<file path="src/rtl/ps2_scancode_decoder.sv">
// PS/2 scan-code decoder: tracks make/break, E0 prefixes and the E1 Pause sequence,
// and keeps held state plus press/release pulses for NUM_KEYS slots. Optional: SCANCODE_TIMEOUT_EN.
module ps2_scancode_decoder #(
  parameter int unsigned             NUM_KEYS       = 4,
  parameter logic [8*NUM_KEYS-1:0]   KEY_CODES      = {8'h1E, 8'h16, 8'h5A, 8'h29},
  parameter logic [NUM_KEYS-1:0]     KEY_EXT        = 4'b0000,
  parameter int unsigned             TIMEOUT_CYCLES = 50000
) (
  input  logic                CLOCK_50,
  input  logic                resetn,
  input  logic [7:0]          rx_data,
  input  logic                rx_valid,
  output logic [NUM_KEYS-1:0] key_held,
  output logic [NUM_KEYS-1:0] key_press,
  output logic [NUM_KEYS-1:0] key_release,
  output logic                code_valid,
  output logic [7:0]          last_code,
  output logic                last_ext,
  output logic                last_break
);

  typedef enum logic [2:0] {IDLE, EXT, BRK, EXT_BRK, SKIP} state_t;

  state_t              state, state_n;
  logic [2:0]          skip_cnt, skip_n;
  logic [7:0]          rx_q;
  logic                rx_v_q;
  logic                code_hit, code_ext, code_brk;
  logic [NUM_KEYS-1:0] slot_hit, slot_make, slot_brk;
  logic                tmo_expired;

  // Input byte is registered first; decode acts on it one edge later.
  always_ff @(posedge CLOCK_50) begin
    if (!resetn) begin
      rx_q   <= '0;
      rx_v_q <= 1'b0;
    end else begin
      rx_q   <= rx_data;
      rx_v_q <= rx_valid;
    end
  end

`ifdef SCANCODE_TIMEOUT_EN
  localparam int unsigned TW = $clog2(TIMEOUT_CYCLES + 1);
  logic [TW-1:0] tmo;

  assign tmo_expired = (state != IDLE) && !rx_v_q && (tmo == TW'(TIMEOUT_CYCLES - 1));

  always_ff @(posedge CLOCK_50) begin
    if (!resetn)
      tmo <= '0;
    else if (state == IDLE || rx_v_q || tmo_expired)
      tmo <= '0;
    else
      tmo <= tmo + TW'(1);
  end
`else
  assign tmo_expired = 1'b0;
`endif

  always_ff @(posedge CLOCK_50) begin
    if (!resetn) begin
      state    <= IDLE;
      skip_cnt <= '0;
    end else begin
      state    <= state_n;
      skip_cnt <= skip_n;
    end
  end

  always_comb begin
    state_n  = state;
    skip_n   = skip_cnt;
    code_hit = 1'b0;
    code_ext = 1'b0;
    code_brk = 1'b0;
    if (tmo_expired) begin
      state_n = IDLE;
      skip_n  = '0;
    end else begin
      case (state)
        IDLE: if (rx_v_q) begin
          case (rx_q)
            8'hE0: state_n = EXT;
            8'hF0: state_n = BRK;
            8'hE1: begin
              state_n = SKIP;
              skip_n  = 3'd7;
            end
            8'hAA, 8'hFA, 8'hFC, 8'hFE, 8'hEE, 8'h00, 8'hFF: state_n = IDLE;
            default: code_hit = 1'b1;
          endcase
        end
        EXT: if (rx_v_q) begin
          case (rx_q)
            8'hE0: state_n = EXT;
            8'hF0: state_n = EXT_BRK;
            8'h12, 8'h59: state_n = IDLE;
            default: begin
              state_n  = IDLE;
              code_hit = 1'b1;
              code_ext = 1'b1;
            end
          endcase
        end
        BRK: if (rx_v_q) begin
          state_n = IDLE;
          if (rx_q != 8'hF0 && rx_q != 8'hE0) begin
            code_hit = 1'b1;
            code_brk = 1'b1;
          end
        end
        EXT_BRK: if (rx_v_q) begin
          state_n = IDLE;
          case (rx_q)
            8'h12, 8'h59, 8'hF0, 8'hE0: code_hit = 1'b0;
            default: begin
              code_hit = 1'b1;
              code_ext = 1'b1;
              code_brk = 1'b1;
            end
          endcase
        end
        SKIP: begin
          // Count reached zero: leave on the following cycle, dropping any byte then.
          if (skip_cnt == 3'd0)
            state_n = IDLE;
          else if (rx_v_q)
            skip_n = skip_cnt - 3'd1;
        end
        default: state_n = IDLE;
      endcase
    end
  end

  always_comb begin
    slot_hit = '0;
    for (int unsigned i = 0; i < NUM_KEYS; i++)
      slot_hit[i] = code_hit && (rx_q == KEY_CODES[8*i +: 8]) && (code_ext == KEY_EXT[i]);
    slot_make = slot_hit & {NUM_KEYS{~code_brk}};
    slot_brk  = slot_hit & {NUM_KEYS{code_brk}};
  end

  always_ff @(posedge CLOCK_50) begin
    if (!resetn) begin
      key_held    <= '0;
      key_press   <= '0;
      key_release <= '0;
      code_valid  <= 1'b0;
      last_code   <= '0;
      last_ext    <= 1'b0;
      last_break  <= 1'b0;
    end else begin
      key_held    <= (key_held | slot_make) & ~slot_brk;
      key_press   <= slot_make & ~key_held;
      key_release <= slot_brk & key_held;
      code_valid  <= code_hit;
      if (code_hit) begin
        last_code  <= rx_q;
        last_ext   <= code_ext;
        last_break <= code_brk;
      end
    end
  end

endmodule

</file>
<file path="config.mk">
export PLATFORM = sky130hd
export DESIGN_NAME = ps2_scancode_decoder
export DESIGN_NICKNAME = d
export VERILOG_FILES = /design/src/rtl/ps2_scancode_decoder.sv
export SDC_FILE = /design/constraint.sdc
export NUM_CORES = 1
export LEC_CHECK = 0
export BUFFER_PORTS_ARGS = -buffer_cell sky130_fd_sc_hd__buf_2
export CAP_MARGIN = 20
export CORE_ASPECT_RATIO = 1.5
export CORE_UTILIZATION = 47
export DETAILED_ROUTE_END_ITERATION = 16
export GPL_ROUTABILITY_DRIVEN = 0
export PLACE_DENSITY = 0.67
export REMOVE_ABC_BUFFERS = 1
export SYNTH_ARGS = -nofsm -noshare
export SYNTH_HDL_FRONTEND = slang
export SYNTH_SLANG_ARGS = --single-unit
</file>
<file path="constraint.sdc">
create_clock -name CLOCK_50 -period 3.1 [get_ports CLOCK_50]
set_input_delay 0.31 -clock CLOCK_50 [delete_from_list [all_inputs] [get_ports CLOCK_50]]
set_output_delay 0.31 -clock CLOCK_50 [all_outputs]
set_load 0.05 [all_outputs]
</file>
* Yosys cells after proc, flatten, opt, wreduce, memory -nomap -nowiden *
Index checks and enable logic that the tools add are counted.

storage, ports and cells
  output and inout port bits = 23
  logic and storage cells = 92
  register bits after elaboration = 38

cells by class
  $add $sub $neg = 1
  bitwise logic cells = 10
  reduce and logical (&&, ||, !) cells = 20
  muxes and demuxes = 21
  equality and inequality tests = 29

operators by type and width
  cell                number
  $eq 8x8->1 const B  9
  $eq 8x5->1 const B  3
  $mux 3              8
  $pmux 3 s4          2
  $and 4x4->4         5
  $eq 8x7->1 const B  2
  $ne 8x8->1 const B  2
  $ne 2x2->1 const B  5
  $reduce_and 5->1    2
  $reduce_or 10->1    1
  $logic_and 1x1->1   9
  $eq 8x6->1 const B  1
  $logic_not 8->1     1
  $not 4->4           2
  $mux 1              7
  $reduce_or 7->1     1
  $eq 3x2->1 const B  2
  $logic_not 3->1     2
  $pmux 3 s2          1
  $ne 5x3->1 const B  1
  $ne 2x1->1 const B  2
  $or 4x4->4          1
  $pmux 2 s2          1
  $reduce_or 2->1     2
  8 further kinds     9

* Longest topological paths before layout *
  depth after elaboration = 10
  mapped depth = 8
  gate-level depth less buffers = 7

* Worst setup path after synthesis *
OpenSTA, ideal clock, no wires.

  path kind = register -> register
  start = register rx_q[2]
  end = register with a tool-made name
  clock period less this slack = 2.063 ns
  data arrival time = 1.988 ns
  path slack = 1.037 ns
  data required time = 3.025 ns
  library setup time = 0.075 ns
  cell stages (with the launch flop) = 9
  path through = dfxtp_1 buf_6 or2_4 or4_4 nand2_4 nor3_1 or4_1 buf_6 o22ai_2

RTL lines
  element                 RTL line  text
  from (decl)             26        logic [7:0] rx_q;
  from (signal assigned)  38        rx_q <= rx_data;

==> flow_summary.yaml <==
grt:
  antenna_found_initial: 0
  gr-total-overflow: 0
  grt_pass1_wl_um: 6320
  grt_util_met3_pct: 4.79
  grt_pass1_vias: 1446
  track_usage_pct: 21.1
  grt_max_degree: 24
  grt.met2_usage_pct: 37.0
  grt_use_met1_pct: 22.8
  grt.busiest_layer: "met2"
die:
  rows: 26
  dieArea_um2: 3920
  ios: 34
  core_area_um2: 3450
  fp.dieW_um: 51.5
  die_y_um: 76.2
  start_util_pct: 50.0
final_layout:
  multiInputGateArea_um2: 845
  final_common_cell: "dfxtp_1"
  fill_cells: 336
  drive_above_1_share_pct: 22.9
  seq_area_um2: 761
  syn_to_final_growth_pct: 14.9
  fin_util_pct: 57.5
  antennaDiodeCount: 0
  stdcell_area_um2: 1980
  layout_common_cells: "38 x dfxtp_1, 33 x buf_2, 14 x nor2_1, 13 x nand2_1, 13 x nand3_1"
  fin_cells: 269
  nets: 239
drt:
  vias: 1477
  dr.pass1.iters: 4
  drc: 0
  via_per_inst: 5.49
  drtAntennaViolNets: 0
  drt-total-wl_um: 3690
  drtIter0Drc: 40
  drt-wirelength-per-cell_um: 13.7
timing:
  maxSlewViolCount: 0
  fin_ws_ns: 0.572
  tightest_slew_ns: 0.787
  tns_ns: 0
  setup_viol: 0
  min_period_ns: 2.53
  grt_setup_unrepaired: "false"
  fmax_ghz: 0.396
  clock_skew_ns: 0.00400
  hold_viol: 0
  max_slew_margin_pct: 47.0
  period_share_pct: 81.6
pwr:
  leakagePower_nw: 0.827
  power_density_nw_per_um2: 498
  ir_drop_uv: 358
clock_tree:
  clk_pin_slew_ns: 0.07
  cts_buffers: 5
  cts_buffer_depth: 2
  root_buffer: "clkbuf_8"
  htreeDepth: 2
  holdBufCountCts: 0
  cts_tree: "built"
  cts_sinks: 38
  post-cts-setup-buffers: 0
  cts_resized: 0
  clock_latency_ns: 0.29
synth:
  netlist_area_um2: 1720
  yosysSeqAreaShare_pct: 44.1
  syn_inst: 197
  synth_edf_count: 0
  avgSynthCellArea_um2: 8.75
  yosysUniqueCellTypes: 45
  ys_top_cells_by_area: "dfxtp_1 44%, nand3_1 3.8%, and2_1 3.3%, nor2_1 3.0%, a21oi_1 2.9%"
  synthArstFlopShare_pct: 0
  synth_top_area_share_pct: 44.1
  netlist.top_cell.by_area: "dfxtp_1"
  yosys_register_bits: 38
  synth_flop_cell: "dfxtp_1"
  ys_warn_count: 0
worst_hold_path:
  hold_path_class: "input pin to register"
worst_setup_path:
  cp-start-kind: "register"
  criticalPathCategory: "register to register"
  crit_required_ns: 3.32
  end_kind: "register"
  crit_fanout: 15
  arrival_ns: 2.74
job:
  cap_violations: 0
place:
  dpl-instance-area_um2: 1880
  place_worst_setup_slack_ns: 0.598
  port_buffers: 33
  placed_cells: 261
  hpwl_um: 2770
status:
  outcome: "completed"
==> Yosys cell counts (2+ instances only) <==
library cell and number:
o21ai_1 9, dfxtp_1 38, buf_6 3, clkbuf_1 4
inv_1 12, o22ai_2 3, nand2b_1 2, nand3b_1 2
ha_1 2, and2_1 9, nor2_1 14, nand2_1 13
nor3_2 4, a21oi_1 10, o21ai_0 7, or4_1 2
o311ai_0 2, o2111ai_1 2, buf_2 4, nor3_1 7
nand3_1 13, nand4_1 2, a211oi_1 3, mux2i_1 2
nor4_1 4, and3_1 5
==> metrics by stage <==
stage,hold slack (ns),total power (W)
after floorplan,0.432,0.000570
after global placement,0.438,0.000596
after detailed placement,0.448,0.000597
after CTS,0.219,0.000995
after global routing,0.214,0.00103
final,0.223,0.000988
==> final timing paths <==
check | slack [ns] | from | cells past startpoint | to
min | 0.22 | rx_data[7] | 2 | rx_q[7]$_SDFF_PN0_
max | 0.57 | rx_q[4]$_SDFF_PN0_ | 7 | register
max reg2reg | 0.57 | rx_q[4]$_SDFF_PN0_ | 7 | register
min reg2reg | 0.45 | last_break$_SDFFE_PN0N_ | 2 | last_break$_SDFFE_PN0N_
==> final cells by class <==
| type | count | area share (%) |
|---|---|---|
| Multi-Input combinational cell | 135 | 42.6 |
| Tap cell | 42 | 2.65 |
| Clock buffer | 7 | 3.85 |
| Timing Repair Buffer | 34 | 8.71 |
| Inverter | 12 | 2.27 |
| Sequential cell | 38 | 38.4 |
| Clock inverter | 1 | 1.52 |
==> routing by layer <==
layer | part of all wire [%] | wire, um
met1 | 41 | 1510
met2 | 53 | 1960
met3 | 3.9 | 143
met4 | 2.0 | 74
met5 | 0 | 0
==> cells by family (layout without fill, tap and decap cells) <==
group | after synthesis | after routing | share of synthesized area, %
muxes | 2 | 2 | 1.16
DFF | 38 | 38 | 44.1
AOI/OAI and AO/OA | 47 | 47 | 18.7
buffers and inverters | 24 | 54 | 6.89
adders and majority gates | 2 | 2 | 1.45
and+or+nand+nor | 84 | 84 | 27.6
==> worst max-delay path, stage by stage (launching register included) <==
cell,delay (ns)
dfxtp_1,0.52
nand4bb_1,0.21
o311ai_0,0.14
nor3_1,0.39
a21boi_2,0.09
buf_4,0.19
or4_1,0.69
o22ai_2,0.24
==> report_power, final <==
group / internal [W] / switching (W) / total [W]
registers: 0.000499 / 0.0000155 / 0.000514
logic: 0.0000233 / 0.0000492 / 0.0000724
clock network: 0.000241 / 0.000160 / 0.000401
total: 0.000763 / 0.000225 / 0.000988
(Power assumes the default switching activity.)
